$ cat config.mk
export PLATFORM = sky130hd
export DESIGN_NAME = seg_scan_driver
export DESIGN_NICKNAME = d
export VERILOG_FILES = /design/src/rtl/seg_scan_driver.sv
export SDC_FILE = /design/constraint.sdc
export NUM_CORES = 1
export LEC_CHECK = 0
export ABC_AREA = 1
export CORE_MARGIN = 10
export CORE_UTILIZATION = 52
export CTS_CLUSTER_SIZE = 20
export DETAILED_ROUTE_END_ITERATION = 8
export PLACE_DENSITY = 0.88
export SYNTH_ARGS = -nofsm -noshare
export SYNTH_HDL_FRONTEND = slang
export SYNTH_SLANG_ARGS = --single-unit
export TNS_END_PERCENT = 50
$ cat constraint.sdc
create_clock -name clk -period 5.1 [get_ports clk]
set_input_delay 1.275 -clock clk [delete_from_list [all_inputs] [get_ports clk]]
set_output_delay 1.275 -clock clk [all_outputs]
set_load 0.005 [all_outputs]
$ cat src/rtl/seg_scan_driver.sv
// Self-scanning multiplexed 7-segment driver for common-anode displays.
// Owns the digit-scan prescaler, double-buffers frame data, and adds blink, PWM dimming and lamp test.
module seg_scan_driver #(
    parameter int unsigned DIGITS       = 8,
    parameter int unsigned SCAN_DIV     = 100000,
    parameter int unsigned BLINK_FRAMES = 64
) (
    input  logic                  clk,
    input  logic                  rst,
    input  logic                  load,
    input  logic [4*DIGITS-1:0]   data,
    input  logic [DIGITS-1:0]     le,
    input  logic [DIGITS-1:0]     point,
    input  logic [DIGITS-1:0]     blink,
    input  logic [3:0]            brightness,
    input  logic                  lamp_test,
    output logic                  pending,
    output logic                  frame,
    output logic [7:0]            seg,
    output logic [DIGITS-1:0]     an
);

    localparam int unsigned PC_W      = $clog2(SCAN_DIV);
    localparam int unsigned IDX_W     = (DIGITS > 1) ? $clog2(DIGITS) : 1;
    localparam int unsigned BC_W      = (BLINK_FRAMES > 1) ? $clog2(BLINK_FRAMES) : 1;
    localparam int unsigned SLOT_STEP = SCAN_DIV / 16;

    localparam logic [PC_W-1:0]  PC_LAST  = PC_W'(SCAN_DIV - 1);
    localparam logic [IDX_W-1:0] IDX_LAST = IDX_W'(DIGITS - 1);
    localparam logic [BC_W-1:0]  BC_LAST  = BC_W'(BLINK_FRAMES - 1);

    typedef struct packed {
        logic [4*DIGITS-1:0] data;
        logic [DIGITS-1:0]   le;
        logic [DIGITS-1:0]   point;
        logic [DIGITS-1:0]   blink;
    } frame_buf_t;

    logic [PC_W-1:0]  pc_q, pc_d;
    logic [IDX_W-1:0] idx_q, idx_d;
    logic [BC_W-1:0]  bc_q, bc_d;
    logic             phase_q, phase_d;
    logic             pending_q, pending_d;
    frame_buf_t       stg_q, stg_d;
    frame_buf_t       dsp_q, dsp_d;
    logic [7:0]       seg_q, seg_d;
    logic [DIGITS-1:0] an_q, an_d;
    logic             frame_q, frame_d;

    logic             tick;
    logic             commit;
    frame_buf_t       load_buf;

    assign tick     = (pc_q == PC_LAST);
    assign commit   = tick && (idx_q == IDX_LAST);
    assign load_buf = '{data: data, le: le, point: point, blink: blink};

    function automatic logic [6:0] hex_to_seg(input logic [3:0] v);
        logic [6:0] s;
        case (v)
            4'h0:    s = 7'b1000000;
            4'h1:    s = 7'b1111001;
            4'h2:    s = 7'b0100100;
            4'h3:    s = 7'b0110000;
            4'h4:    s = 7'b0011001;
            4'h5:    s = 7'b0010010;
            4'h6:    s = 7'b0000010;
            4'h7:    s = 7'b1111000;
            4'h8:    s = 7'b0000000;
            4'h9:    s = 7'b0011000;
            4'hA:    s = 7'b0001000;
            4'hB:    s = 7'b0000011;
            4'hC:    s = 7'b1000110;
            4'hD:    s = 7'b0100001;
            4'hE:    s = 7'b0000110;
            default: s = 7'b0001110;
        endcase
        return s;
    endfunction

    // Scan timing, blink phase and buffer handoff
    always_comb begin
        pc_d      = tick ? '0 : pc_q + 1'b1;
        idx_d     = idx_q;
        bc_d      = bc_q;
        phase_d   = phase_q;
        if (tick) begin
            idx_d = (idx_q == IDX_LAST) ? '0 : idx_q + 1'b1;
        end
        if (commit) begin
            if (bc_q == BC_LAST) begin
                bc_d    = '0;
                phase_d = ~phase_q;
            end else begin
                bc_d = bc_q + 1'b1;
            end
        end
        // A load coincident with the commit keeps pending set for the next frame.
        pending_d = load | (pending_q & ~commit);
        stg_d     = load ? load_buf : stg_q;
        dsp_d     = (commit && pending_q) ? stg_q : dsp_q;
    end

    // Per-digit views with digit 0 = leftmost (MS nibble, MS enable bit).
    logic [3:0] dig_nib   [DIGITS];
    logic       dig_le    [DIGITS];
    logic       dig_point [DIGITS];
    logic       dig_blink [DIGITS];

    for (genvar gi = 0; gi < DIGITS; gi++) begin : g_digit
        assign dig_nib[gi]   = dsp_q.data[4*(DIGITS-1-gi) +: 4];
        assign dig_le[gi]    = dsp_q.le[DIGITS-1-gi];
        assign dig_point[gi] = dsp_q.point[DIGITS-1-gi];
        assign dig_blink[gi] = dsp_q.blink[DIGITS-1-gi];
    end

    logic [31:0] pwm_limit;
    logic        pwm_on;
    logic        lit;
    logic        drive;

    assign pwm_limit = (32'(brightness) + 32'd1) * 32'(SLOT_STEP);
    assign pwm_on    = (32'(pc_q) < pwm_limit);
    assign lit       = lamp_test | (dig_le[idx_q] & ~(dig_blink[idx_q] & phase_q));
    assign drive     = lit & pwm_on;

    for (genvar gi = 0; gi < DIGITS; gi++) begin : g_anode
        assign an_d[DIGITS-1-gi] = ~(drive && (idx_q == IDX_W'(gi)));
    end

    always_comb begin
        seg_d   = lamp_test ? 8'h00 : {~dig_point[idx_q], hex_to_seg(dig_nib[idx_q])};
        frame_d = (pc_q == '0) && (idx_q == '0);
    end

    always_ff @(posedge clk or posedge rst) begin
        if (rst) begin
            pc_q      <= '0;
            idx_q     <= '0;
            bc_q      <= '0;
            phase_q   <= 1'b0;
            pending_q <= 1'b0;
            stg_q     <= '0;
            dsp_q     <= '0;
            seg_q     <= 8'hFF;
            an_q      <= '1;
            frame_q   <= 1'b0;
        end else begin
            pc_q      <= pc_d;
            idx_q     <= idx_d;
            bc_q      <= bc_d;
            phase_q   <= phase_d;
            pending_q <= pending_d;
            stg_q     <= stg_d;
            dsp_q     <= dsp_d;
            seg_q     <= seg_d;
            an_q      <= an_d;
            frame_q   <= frame_d;
        end
    end

    assign pending = pending_q;
    assign frame   = frame_q;
    assign seg     = seg_q;
    assign an      = an_q;

endmodule

==> impl_results.md <==
- Run status: complete, no violations
- Worst Path Max Fanout: 8
- Placed insts: 1171
- P&R area growth vs syn: 21.5%
- CTS tree: done
- Main synth FF type: dfrtp_1
- GRT Total Usage: 17.9%
- FF+latch count, synth: 157
- DRC viols: 0
- Synthesized cell area: 8400 um2
- Vias per cell: 5.26
- Slew @ Worst Pin: 1020 ps
- Layout cells sized above 1: 16.1%
- Setup Skew: 11.3 ps
- Final setup viols: 0
- Type of the worst setup path: primary input to register
- Final WS setup: 291 ps
- Vias in the first global route: 6613
- IO buf count: 81
- Worst R2R End: seg[3]
- Reg2reg start: idx_q[1]
- Post-synth ARST share: 100%
- Die width: 147 um
- Non-filler cells, final: 1204
- First-pass GRT wire length: 31.6 mm
- Post-Syn Nets: 996
- Hold Path Depth: 2
- Core ar.: 15800 um2
- WP data required: 5440 ps
- Gate Count Post-Synth: 868
- Clock buffer depth: 2
- Max_slew headroom: 32.0%
- Most frequent cells in the layout: 148 x inv_1, 141 x dfrtp_1, 104 x nand2_1, 78 x clkdlybuf4s50_1, 59 x ha_1
- Drt pass-1 iters: 5
- Hold slack final: 472 ps
- Endpoint type of the worst setup path: register
- Yosys cell types: 43
- H-tree depth: 4
- Remaining global-route overflow: 0
- VDD IR-drop max: 0.000283 V
- Routed via count: 6336
- Total power: 2.92 mW
- P_leak: 5.63 nW
- 1st-iter DRT viols: 443
- Most common cell after layout, fill and taps aside: inv_1
- CTS Root Buffer Type: clkbuf_16
- Routed WL: 18.9 mm
- Reg2Reg Depth: 13
- Fin. Hold Viols: 0
- Die area: 21600 um2
- HP Start: stg_q[37]
- RD Place Congestion: 0.880
- Post-synth EDFFs: 0
- Tcrit/Tclk final: 94.3%
- CTS sink count: 157
- Hold Buf Count CTS: 0
- # rows: 46
- Sum Neg Setup Slack: 0 ps
- Synth warn: 0
- Reg2Reg Setup Slack: 1890 ps
- Place WS: -444 ps
- Clock transition at path regs: 60 ps
- Total CTS buffers: 17
- Worst-Skew Late Latency: 430 ps
- IO Count: 82
- Final HPWL DP: 13.4 mm
- Hold WC Path Type: register to register
- Max frequency: 208 MHz
- WL per Instance: 15.7 um
- Nets: 1103
- RSZ-0062 raised after global routing: false
- CP startpoint kind: primary input
- Critical Path AT: 5140 ps
- Hold endpoint: dig_nib[13]
- Sequential-to-total area share from yosys stat: 47.0%
- Largest net degree at the start of global routing: 74
- ANT nets after route: 0
- Tmin final: 4810 ps
- Slew Viols, Final: 0
- Initial Utilization: 53.0%
- PwrDens: 286 nW/um2
- Number of antenna diodes: 0
- Max-Cap Viols: 0
- Initial antenna violation count: 0
- Avg Synthesized Cell Area: 9.67 um2
- Die height: 147 um
cells in the mapped netlist (10+ instances only):
master,instances,area (um2)
nand4_1,11,68.8
nor3_1,13,65.1
mux2_2,56,631
dfstp_2,16,420
nor2_1,41,154
mux2i_1,40,400
o21ai_1,10,50.1
dfrtp_1,141,3530
buf_2,11,55.1
clkbuf_1,10,37.5
inv_1,150,563
o21ai_0,53,265
a21oi_1,42,210
nand3_1,37,185
ha_1,63,788
xor2_1,18,158
nand2_1,105,394
area by class of cell:
cell class / instances / area, um2
clock inverter: 12 / 85.1
clock buffer: 20 / 457
inverter: 153 / 578
fill: 1187 / 5630
tap: 216 / 270
multi-input combinational: 532 / 3790
sequential: 157 / 3950
timing repair buffer: 114 / 1070
worst max path at each step:
| stage | from | endpoint |
|---|---|---|
| floorplan | brightness[0] | an[1] |
| global placement | brightness[1] | an[6] |
| global route | brightness[2] | an[5] |
| CTS | brightness[1] | an[6] |
| finish | brightness[2] | an[3] |
| detailed placement | brightness[1] | an[6] |
stage by stage:
stage,area [um2],util [%]
floorplan,8400,-
global placement,9590,60.6
detailed placement,9590,60.6
CTS,10100,64.0
global route,10200,64.5
finish,10200,64.5
kinds of logic (layout without fill, tap and decap cells):
family	after synthesis	in the layout	synth area share, %
adder cells (fa/ha/maj)	64	64	9.63
buffers and inverters	179	299	8.52
flip-flops	157	157	47.0
XOR/XNOR	25	25	2.61
AO/OA/AOI/OAI	121	121	7.69
AND/OR/NAND/NOR	226	226	12.2
multiplexers	96	96	12.3
metal layers:
| metal | GRT usage, % | up-vias | share of wire [%] |
|---|---|---|---|
| met5 | 0 | - | 0 |
| met4 | 6.59 | 0 | 2.4 |
| met3 | 4.82 | 42 | 5.5 |
| met2 | 30.2 | 194 | 50 |
| met1 | 21.3 | 3046 | 42 |
| li1 | - | 3054 | - |
critical path, cell delays in order:
cell             delay, ps
clkdlybuf4s50_1        490
nand3_1                110
xor2_2                 180
inv_2                   80
ha_1                   280
ha_1                   320
ha_1                   340
ha_4                   290
nand2_1                 70
inv_1                   80
nand4_1                 90
and3_1                 210
o21ai_2                150
xor2_1                 170
ha_1                   240
inv_1                   70
nor3_1                  50
nor3_1                 170
nand2_1                 70
nand2_1                 60
nand2_1                 40
nand2_1                 50
nand2_1                 70
nand2_4                100
nand3_1                 80
timing repair:
item | in CTS | in global routing
setup buffers | 0 | 1
setup endpoints to repair | 8 | 8
gates resized for setup | 1 | 13
pin swaps | 0 | 5
power by group:
group	switching, mW	leakage [nW]	internal, mW
clock network	0.511	0.271	0.650
registers	0.0265	1.99	1.29
logic	0.209	3.37	0.232
total	0.746	5.63	2.17
flip-flops by register name, indices dropped and copies added, names as in the netlist:
name       count
pc_q          17
frame          1
dig_nib       32
dig_le         8
dig_point      8
bc_q           6
phase_q        1
stg_q         56
dig_blink      8
an             8
idx_q          3
pending        1
seg            8
Power figures use the tool's default switching activity.
